**config.mk**
```make
export PLATFORM = sky130hd
export DESIGN_NAME = ssd_scan4_flat
export DESIGN_NICKNAME = d
export VERILOG_FILES = /design/src/rtl/ssd_pkg.sv /design/src/rtl/ssd_scan4_if.sv /design/src/rtl/ssd_tick_gen.sv /design/src/rtl/ssd_scan4.sv /design/src/flat_wrapper.sv
export SDC_FILE = /design/constraint.sdc
export NUM_CORES = 1
export LEC_CHECK = 0
export BUFFER_PORTS_ARGS = -buffer_cell sky130_fd_sc_hd__buf_2
export CAP_MARGIN = 20
export CORE_MARGIN = 8
export CORE_UTILIZATION = 50
export CTS_CLUSTER_DIAMETER = 40
export DETAILED_ROUTE_END_ITERATION = 10
export GPL_TIMING_DRIVEN = 0
export PLACE_DENSITY = 0.69
export SKIP_LAST_GASP = 1
export SYNTH_ARGS = -nofsm -noshare
export SYNTH_HDL_FRONTEND = slang
export SYNTH_HIERARCHICAL = 1
export SYNTH_SLANG_ARGS = --single-unit
```
**constraint.sdc**
```tcl
create_clock -name clk -period 2.2 [get_ports clk]
set_input_delay 0.22 -clock clk [delete_from_list [all_inputs] [get_ports clk]]
set_output_delay 0.22 -clock clk [all_outputs]
set_load 0.01 [all_outputs]
```
**src/rtl/ssd_pkg.sv**
```systemverilog
// ssd_pkg: shared constants, types and helpers for the seven-segment scan logic.
// Latency: n/a (declarations only).
// Backpressure: n/a.
//
// Contents:
//   NUM_DIGITS     - digits per display frame
//   AN_ALL_OFF     - anode pattern with every digit dark (active-low)
//   digit_idx_t    - 2-bit scan index
//   an_onehot_low  - anode pattern that lights exactly one digit
//   nibble_at      - selects the hex nibble for a given digit index
package ssd_pkg;

  localparam int          NUM_DIGITS = 4;
  localparam logic [3:0]  AN_ALL_OFF = 4'b1111;

  typedef logic [1:0] digit_idx_t;

  // Anodes are active-low, so the selected digit is the single zero bit.
  function automatic logic [3:0] an_onehot_low(input digit_idx_t idx);
    return ~(4'b0001 << idx);
  endfunction

  // Digit 0 is the rightmost nibble [3:0]; digit 3 is [15:12].
  function automatic logic [3:0] nibble_at(input logic [15:0] v, input digit_idx_t idx);
    return v[{idx, 2'b00} +: 4];
  endfunction

endpackage

```
**src/rtl/ssd_scan4_if.sv**
```systemverilog
// ssd_scan4_if: bundles the value-load request and the scanned display outputs.
// Latency: n/a (wiring only).
// Backpressure: none; load is a fire-and-forget strobe, outputs are free-running.
//
// Signals:
//   load       - 1-cycle strobe to capture value
//   value      - 16-bit display value, four hex digits
//   blank_en   - 1 = blank leading-zero digits 3..1
//   digit      - nibble of the currently selected digit (to the decoder)
//   an         - active-low anode enables, one-hot-low or all off
//   frame_done - 1-cycle pulse on the 3 -> 0 scan wrap
interface ssd_scan4_if;

  logic        load;
  logic [15:0] value;
  logic        blank_en;
  logic [3:0]  digit;
  logic [3:0]  an;
  logic        frame_done;

  // Producer of display values / consumer of the scan outputs.
  modport master (
    output load,
    output value,
    output blank_en,
    input  digit,
    input  an,
    input  frame_done
  );

  // The scanner itself.
  modport slave (
    input  load,
    input  value,
    input  blank_en,
    output digit,
    output an,
    output frame_done
  );

endinterface

```
**src/rtl/ssd_tick_gen.sv**
```systemverilog
// ssd_tick_gen: free-running prescaler producing a 1-cycle tick every REFRESH_DIV clocks.
// Latency: tick is combinational from the counter; first tick REFRESH_DIV-1 cycles after reset.
// Backpressure: none; the counter never stalls.
//
// Ports:
//   clk  - system clock
//   rst  - synchronous, active-high reset (counter to 0)
//   tick - high while the counter sits at its terminal value REFRESH_DIV-1
module ssd_tick_gen #(
  parameter int REFRESH_DIV = 50000,
  parameter int CNT_W       = 16
) (
  input  logic clk,
  input  logic rst,
  output logic tick
);

  localparam logic [CNT_W-1:0] CNT_LAST = CNT_W'(REFRESH_DIV - 1);

  logic [CNT_W-1:0] r_cnt;
  logic             w_tick;

  // With REFRESH_DIV=1 the terminal value is 0, so the counter parks at 0
  // and tick stays high every cycle.
  assign w_tick = (r_cnt == CNT_LAST);
  assign tick   = w_tick;

  always_ff @(posedge clk) begin
    if (rst) begin
      r_cnt <= '0;
    end else if (w_tick) begin
      r_cnt <= '0;
    end else begin
      r_cnt <= r_cnt + 1'b1;
    end
  end

endmodule

```
**src/rtl/ssd_scan4.sv**
```systemverilog
// ssd_scan4: four-digit multiplexed display scanner with tear-free updates and leading-zero blanking.
// Latency: outputs registered; a load becomes visible at the next frame wrap (<= 4*REFRESH_DIV cycles).
// Backpressure: none; loads are never refused, the last load before a wrap wins.
//
// Ports:
//   clk, rst          - system clock, synchronous active-high reset
//   bus.load/value    - capture a new 16-bit display value
//   bus.blank_en      - blank leading zero digits 3..1 (sampled every cycle)
//   bus.digit         - nibble for the selected digit, to the hex decoder
//   bus.an            - active-low anode enables
//   bus.frame_done    - pulse on the digit 3 -> digit 0 wrap
module ssd_scan4
  import ssd_pkg::*;
#(
  parameter int REFRESH_DIV = 50000,
  parameter int CNT_W       = 16
) (
  input  logic         clk,
  input  logic         rst,
  ssd_scan4_if.slave   bus
);

  // ---------------------------------------------------------------------------
  // State
  // ---------------------------------------------------------------------------
  digit_idx_t  r_idx;
  logic [15:0] r_disp;      // value currently being scanned out
  logic [15:0] r_pend;      // value waiting for the next frame boundary
  logic        r_pend_v;
  logic [3:0]  r_digit;
  logic [3:0]  r_an;
  logic        r_frame_done;

  // ---------------------------------------------------------------------------
  // Next-state wires
  // ---------------------------------------------------------------------------
  logic        w_tick;
  logic        w_wrap;
  digit_idx_t  w_idx_next;
  logic [15:0] w_disp_next;
  logic [3:0]  w_blank;     // per-digit blank flags for w_disp_next
  logic [3:0]  w_an_next;
  logic [3:0]  w_digit_next;

  ssd_tick_gen #(
    .REFRESH_DIV (REFRESH_DIV),
    .CNT_W       (CNT_W)
  ) u_tick_gen (
    .clk  (clk),
    .rst  (rst),
    .tick (w_tick)
  );

  assign w_wrap     = w_tick & (r_idx == digit_idx_t'(NUM_DIGITS - 1));
  assign w_idx_next = w_tick ? (r_idx + 2'd1) : r_idx;

  // The displayed value only changes at a frame boundary. A load landing on
  // the wrap cycle itself is taken directly, ahead of anything pending, so it
  // is never delayed by a full extra frame.
  always_comb begin
    w_disp_next = r_disp;
    if (w_wrap) begin
      if (bus.load) begin
        w_disp_next = bus.value;
      end else if (r_pend_v) begin
        w_disp_next = r_pend;
      end
    end
  end

  // Digit k blanks only when it and every more-significant nibble are zero,
  // so interior zeros (e.g. 0x1005) stay lit. Digit 0 is always lit.
  always_comb begin
    logic upper_zero;
    w_blank    = '0;
    upper_zero = 1'b1;
    for (int k = NUM_DIGITS - 1; k >= 1; k--) begin
      upper_zero = upper_zero & (w_disp_next[k*4 +: 4] == 4'h0);
      w_blank[k] = bus.blank_en & upper_zero;
    end
  end

  // Outputs are computed from the *next* index and value so that digit and
  // anode move together with idx/disp on the same edge.
  always_comb begin
    w_digit_next = nibble_at(w_disp_next, w_idx_next);
    w_an_next    = an_onehot_low(w_idx_next);
    if (w_blank[w_idx_next]) begin
      w_an_next = AN_ALL_OFF;
    end
  end

  // ---------------------------------------------------------------------------
  // Registers
  // ---------------------------------------------------------------------------
  always_ff @(posedge clk) begin
    if (rst) begin
      r_idx        <= '0;
      r_disp       <= '0;
      r_pend       <= '0;
      r_pend_v     <= 1'b0;
      r_digit      <= 4'h0;
      r_an         <= an_onehot_low(2'd0);
      r_frame_done <= 1'b0;
    end else begin
      r_idx        <= w_idx_next;
      r_disp       <= w_disp_next;
      r_digit      <= w_digit_next;
      r_an         <= w_an_next;
      r_frame_done <= w_wrap;

      // Pending slot: a wrap always consumes it (either by promoting it or by
      // being superseded by a same-cycle load); otherwise the latest load wins.
      if (w_wrap) begin
        r_pend_v <= 1'b0;
      end else if (bus.load) begin
        r_pend   <= bus.value;
        r_pend_v <= 1'b1;
      end
    end
  end

  assign bus.digit      = r_digit;
  assign bus.an         = r_an;
  assign bus.frame_done = r_frame_done;

endmodule

```
**src/flat_wrapper.sv**
```systemverilog
// flat-port wrapper written by rule: the top's interface ports become plain ports
module ssd_scan4_flat import ssd_pkg::*;
#(
  parameter int REFRESH_DIV = 50000,
  parameter int CNT_W       = 16
)
  (clk, rst, bus_load, bus_value, bus_blank_en, bus_digit, bus_an, bus_frame_done);
  ssd_scan4_if bus_i ();
  input  logic clk;
  input  logic rst;
  input wire logic [$bits(bus_i.load)-1:0] bus_load;
  input wire logic [$bits(bus_i.value)-1:0] bus_value;
  input wire logic [$bits(bus_i.blank_en)-1:0] bus_blank_en;
  output wire logic [$bits(bus_i.digit)-1:0] bus_digit;
  output wire logic [$bits(bus_i.an)-1:0] bus_an;
  output wire logic [$bits(bus_i.frame_done)-1:0] bus_frame_done;
  assign bus_i.load = bus_load;
  assign bus_i.value = bus_value;
  assign bus_i.blank_en = bus_blank_en;
  assign bus_digit = bus_i.digit;
  assign bus_an = bus_i.an;
  assign bus_frame_done = bus_i.frame_done;
  ssd_scan4 #(.REFRESH_DIV(REFRESH_DIV), .CNT_W(CNT_W)) u_core (.clk(clk), .rst(rst), .bus(bus_i));
endmodule
```
==> impl_metrics.tcl, run 1 <==
set metrics [dict create \
    synthFlopType "dfxtp_1" \
    grt_max_degree 11 \
    clockBufferDepth 2 \
    viasPerCell 5.72 \
    clkTransAtPathRegs_ns 0.07 \
    ir_drop_mv 0.456 \
    die_x_um 89.4 \
    hold_depth 3 \
    syn_inst 313 \
    end_kind "flip-flop" \
    avgSynthCellArea_sq_um 8.61 \
    wl_per_cell_um 17.1 \
    max_freq_mhz 428 \
    ys_types 45 \
    critPathRequiredTime_ns 2.42 \
    grt_pass1_wl_mm 12.0 \
    syn_area_sq_um 2690 \
    p_leak_nw 1.31 \
    relSlewSlack 0.596 \
    dp_hpwl_mm 4.83 \
    crit_path_max_incr_delay_ns 0.43 \
    cts_made_buffers 9 \
    grt_antenna_before_repair 0 \
    synth_edf_count 0 \
    clock_sinks 60 \
    row_count 26 \
    diodes 0 \
    grt_pass1_vias 2449 \
    cts_tree "yes" \
    drtIter0Drc 307 \
    core_sq_um 5140 \
    cts_hold_buffers 0 \
    clk_latency_ns 0.34 \
    drv_slew 0 \
    critPathKind "reg -> reg" \
    fin_crit_ns 2.34 \
    place.gp.congestion 0.843 \
    startpoint_type "flip-flop" \
    syn2layout_area_growth_pct 31.1 \
    antenna_left 0 \
    ff2ff_path_depth 9 \
    wirelength_mm 7.56 \
    synth-seq-cells 60 \
    drive_above_1_share 0.320 \
    fin_area_sq_um 3530 \
    fin_ws_ns -0.135 \
    grt_usage 0.201 \
    start_util 0.524 \
    drc 0 \
    min-delay-start "bus_value[15]" \
    cap_violations 0 \
    critPathArrivalTime_ns 2.55 \
    hp-class "in -> reg" \
    critPathSlowestCell "a2111o_1" \
    failed_checks "negative setup slack" \
    r2r_setup_slack_ns -0.14 \
    r2r-end "u_core/bus.an[3]" \
    ys_seq_area_frac 0.446 \
    p_per_area_nw_per_um2 632 \
    dpl-instance-area_sq_um 2970 \
    nNetsFinal 389 \
    cts-root-buf "clkbuf_8" \
    async_reset_ff_frac 0 \
    setup_viol_count_final 6 \
    finalHoldViolations 0 \
    crit_chain "nor4bb_4, and4b_1, buf_6, buf_4, nand4_1, a21oi_1, a221oi_4, and4_4, a2111o_1" \
    place_ws_ns -0.233 \
    overflow 0 \
    synth_warnings 6 \
    tns_ns -0.323 \
    port_buffers 27 \
    die_area_sq_um 7990 \
    critPathMaxFanout 4 \
    hold_slack_ns 0.127 \
    holdPathEnd "u_core/r_pend[15]" \
    synth_nets 335 \
    io_pins 29 \
    rsz0062_at_grt "true" \
    fp.dieH_um 89.4 \
    clock_skew_ns 0.00665 \
    tightest_slew_ns 0.606 \
    via_count 2528 \
    htree_num_levels 3 \
    reg2reg_from "u_core/u_tick_gen/r_cnt[12]" \
    outcome "finished with violations" \
    finalCritPeriodShare 1.06 \
    total_power_w 0.00223 \
    firstDrtPassIters 4 \
]
cell usage after synthesis (all sizes together), types with 3 or more instances:
library cell | number | area, sq um
xnor2 | 14 | 123
buf | 14 | 109
a211oi | 3 | 22.5
dfxtp | 60 | 1200
nand3 | 8 | 45.0
nor2 | 51 | 194
a21oi | 26 | 130
o221ai | 7 | 67.6
nand2 | 42 | 163
clkbuf | 5 | 18.8
o22ai | 16 | 100
nor4 | 4 | 25.0
nand2b | 6 | 37.5
mux2 | 3 | 33.8
mux2i | 3 | 30.0
nor3 | 8 | 40.0
a221oi | 5 | 43.8
nand4 | 10 | 68.8
inv | 4 | 15.0
critical path: cells and delay by family (launching register included):
family	cells	cell delay [ns]
and+or+nand+nor	4	0.82
AOI/OAI and AO/OA	3	0.77
DFF	1	0.36
buffers and inverters	2	0.25
layer usage:
layer | track usage | routed length [um] | vias up
met2 | 0.321 | 3570 | 87
li1 | - | - | 1225
met5 | 0 | 0 | -
met3 | 0.0414 | 534 | 15
met4 | 0.103 | 131 | 0
met1 | 0.248 | 3320 | 1201
kinds of logic (layout without fill, tap and decap cells):
logic type	after synthesis	count (layout)	share of synthesized area
buf+inv	24	83	0.0548
xor+xnor	15	15	0.0488
compound gates	67	67	0.174
simple gates	139	139	0.244
mux	6	6	0.0237
fa+ha+maj	2	2	0.00929
flops	60	60	0.446
how the worst max path moves through the flow:
stage	start	to	slack, ns	cells past startpoint
3_3_place_gp	u_core/u_tick_gen/r_cnt[0]	u_core/bus.an[1]	-0.23	11
4_1_cts	u_core/u_tick_gen/r_cnt[12]	u_core/bus.an[1]	-0.01	9
2_1_floorplan	u_core/u_tick_gen/r_cnt[0]	u_core/bus.an[3]	0.03	10
3_5_place_dp	u_core/u_tick_gen/r_cnt[0]	u_core/bus.an[1]	-0.23	11
5_1_grt	u_core/u_tick_gen/r_cnt[12]	u_core/bus.an[3]	-0.24	9
6_report	u_core/u_tick_gen/r_cnt[12]	u_core/bus.an[3]	-0.14	9
power by group:
group	internal, W	leakage (nW)	total, W	switching [W]
sequential	0.00111	0.493	0.00112	0.0000161
clock	0.000517	0.0931	0.000944	0.000426
combinational	0.0000638	0.721	0.000166	0.000102
cell type report:
cell class	instances	area, sq um
fill	443	1610
buffer	18	138
clock buffer	11	131
clock inverter	5	52.6
sequential	60	1220
multi-input combinational	229	1590
tap	70	87.6
timing repair buffer	44	288
inverter	5	20.0
what timing repair did:
item	in CTS	in global routing
setup endpoints to repair	17	17
pin swaps	9	8
resized for setup	37	10
buffers inserted	14	2
cloned	1	0
through the flow:
stage,utilization,std cells
floorplan,-,313
global placement,0.578,410
detailed placement,0.578,410
CTS,0.673,440
global route,0.687,442
finish,0.687,442
placed cells by master, fill, tap and decap left out, drive strengths merged, types with 2 or more instances in the layout:
cell	n
nor3	8
buf	55
dfxtp	60
o22ai	16
mux2i	3
a21oi	26
nand2	42
nand3	8
a21o	2
and2	2
xnor2	14
inv	4
o22a	2
mux2	3
a22o	2
nor4bb	2
a211oi	3
o221ai	7
ha	2
nor2	51
nand4	10
nor4	4
nand2b	6
clkbuf	17
clkinv	4
a221oi	5
registers in the layout (all words and copies together) (netlist names):
name / count
u_core/bus.frame_done: 1
u_core/bus.an: 4
u_core/r_pend: 16
u_core/r_pend_v: 1
u_core/u_tick_gen/r_cnt: 16
u_core/bus.digit: 4
u_core/r_idx: 2
u_core/r_disp: 16
Note: power is estimated with default switching activity, not from simulation.
==> run 2, diff against run 1 <==
--- a/config.mk
+++ b/config.mk
@@ -5,14 +5,15 @@
 export SDC_FILE = /design/constraint.sdc
 export NUM_CORES = 1
 export LEC_CHECK = 0
-export BUFFER_PORTS_ARGS = -buffer_cell sky130_fd_sc_hd__buf_2
 export CAP_MARGIN = 20
 export CORE_MARGIN = 8
 export CORE_UTILIZATION = 50
+export CTS_BUF_LIST = sky130_fd_sc_hd__clkbuf_8 sky130_fd_sc_hd__clkbuf_16
 export CTS_CLUSTER_DIAMETER = 40
 export DETAILED_ROUTE_END_ITERATION = 10
+export DONT_BUFFER_PORTS = 1
 export GPL_TIMING_DRIVEN = 0
-export PLACE_DENSITY = 0.69
+export PLACE_DENSITY = 0.65
 export SKIP_LAST_GASP = 1
 export SYNTH_ARGS = -nofsm -noshare
 export SYNTH_HDL_FRONTEND = slang
==> run 2 against run 1 <==
  * Critical path depth increased by 2
  * The run still ends with negative setup slack left
  * Setup slack improved by 0.047 ns
  * Register-to-register slack improved by 0.05 ns
  * Total power decreased by 3.4%
  * Final area decreased by 1.9%
  * First-iteration DRC count decreased by 37%
  * Core utilization decreased by 1.3 points
==> impl_metrics.tcl, run 2 (synthesis gave the netlist of run 1 again) <==
set metrics [dict create \
    wirelength_mm 7.46 \
    critPathArrivalTime_ns 2.55 \
    rsz0062_at_grt "true" \
    grt_usage 0.200 \
    cts_tree "yes" \
    cts-root-buf "clkbuf_8" \
    cap_violations 0 \
    tightest_slew_ns 0.597 \
    end_kind "flip-flop" \
    seq_area_sq_um 1220 \
    fin_ws_ns -0.0885 \
    place.gp.congestion 0.845 \
    finalHoldViolations 0 \
    hp-class "in -> reg" \
    firstDrtPassIters 5 \
    syn2layout_area_growth_pct 28.7 \
    hold_depth 2 \
    io_pins 29 \
    failed_checks "negative setup slack" \
    grt_pass1_wl_mm 12.0 \
    clkTransAtPathRegs_ns 0.07 \
    port_buffers 0 \
    final.fill_count 444 \
    drv_slew 0 \
    drtIter0Drc 194 \
    drive_above_1_share 0.277 \
    clk_latency_ns 0.33 \
    grt_max_degree 11 \
    viasPerCell 5.79 \
    overflow 0 \
    drc 0 \
    grt_pass1_vias 2453 \
    multi_input_area_sq_um 1630 \
    clockBufferDepth 2 \
    grt_antenna_before_repair 0 \
    core_sq_um 5140 \
    cts_made_buffers 9 \
    row_count 26 \
    setup_viol_count_final 3 \
    ir_drop_mv 0.436 \
    clock_skew_ns 0.00945 \
    nNetsFinal 366 \
    antenna_left 0 \
    critPathMaxFanout 6 \
    relSlewSlack 0.602 \
    max_freq_mhz 437 \
    ff2ff_path_depth 11 \
    critPathKind "reg -> reg" \
    hold_slack_ns 0.0150 \
    biggestRegsByFlops "u_core/r_disp: 16 flops, u_core/r_pend: 16 flops, u_core/u_tick_gen/r_cnt: 16 flops" \
    outcome "finished with violations" \
    startpoint_type "flip-flop" \
    p_per_area_nw_per_um2 622 \
    fin_crit_ns 2.29 \
    layout_commonest_cell "dfxtp_1" \
    clock_sinks 60 \
    place_ws_ns -0.273 \
    diodes 0 \
    place_inst 383 \
    layout_common_cells "dfxtp_1 (52), nor2_1 (47), nand2_1 (40), a21oi_1 (23), buf_4 (21)" \
    wl_per_cell_um 17.9 \
    layout.cells.non_filler 417 \
    via_count 2413 \
    fp.dieH_um 89.4 \
    die_area_sq_um 7990 \
    p_leak_nw 1.23 \
    finalCritPeriodShare 1.04 \
    dp_hpwl_mm 4.77 \
    critPathRequiredTime_ns 2.46 \
    die_x_um 89.4 \
    start_util 0.524 \
    htree_num_levels 3 \
]
==> run 2: changes by cell type in the layout (fill, tap and decap cells not counted), sizes merged <==
| cell | previous run | this run |
|---|---|---|
| buf | 55 | 32 |
| bufbuf | 1 | 0 |
| bufinv | 1 | 0 |
| clkbuf | 17 | 18 |
| clkinv | 4 | 3 |
| clkinvlp | 1 | 0 |
| dlygate4sd3 | 0 | 1 |
==> run 2: routing by layer <==
layer | part of all wire | GRT usage
met5 | 0 | 0
met2 | 0.46 | 0.318
met3 | 0.079 | 0.0588
met1 | 0.44 | 0.248
met4 | 0.014 | 0.0755
==> run 2: final timing paths <==
kind	slack (ns)	start	end
setup / recovery	-0.09	u_core/u_tick_gen/r_cnt[0]	u_core/bus.an[1]
hold / removal	0.01	bus_value[15]	u_core/r_pend[15]
setup reg to reg	-0.09	u_core/u_tick_gen/r_cnt[0]	u_core/bus.an[1]
hold reg to reg	0.46	u_core/r_pend[2]	u_core/r_pend[2]
==> run 2: worst max-delay path: stages (launching register included) <==
cell and delay (ns):
dfxtp_4 0.35, ha_4 0.16, nand4_4 0.06, and4b_1 0.22, buf_6 0.14, buf_4 0.13
nand4_1 0.09, a21oi_1 0.09, a221oi_2 0.32, and4_4 0.30, nand4_1 0.14, o211ai_2 0.21
==> run 2: per-stage QoR <==
stage / power, W / util / instance area, sq um / TNS (ns)
finish: 0.00216 / 0.674 / 3470 / -0.153
floorplan: 0.00124 / - / 2750 / 0
CTS: 0.00217 / 0.643 / 3310 / -0.0797
detailed placement: 0.00127 / 0.552 / 2840 / -3.87
global placement: 0.00127 / 0.552 / 2840 / -3.37
global route: 0.00225 / 0.674 / 3470 / -1.51
==> run 2: power breakdown <==
part	leakage (nW)	switching (W)	internal [W]
combinational	0.644	0.0000902	0.0000585
clock	0.0941	0.000401	0.000484
sequential	0.491	0.0000149	0.00111
total	1.23	0.000506	0.00165
==> run 2: what timing repair did <==
action                     CTS  global route
buffers inserted            14             4
pin swaps                   16            12
resized for setup           32            23
cloned                       1             1
setup endpoints to repair   17            18
hold endpoints to repair     2             0
hold buffers                 1             0
==> run 2: cell type report <==
type | count | area share
Buffer | 18 | 0.0394
Clock buffer | 12 | 0.0477
Clock inverter | 2 | 0.00289
Inverter | 5 | 0.00578
Multi-Input combinational cell | 229 | 0.470
Sequential cell | 60 | 0.351
Tap cell | 70 | 0.0253
Timing Repair Buffer | 21 | 0.0581
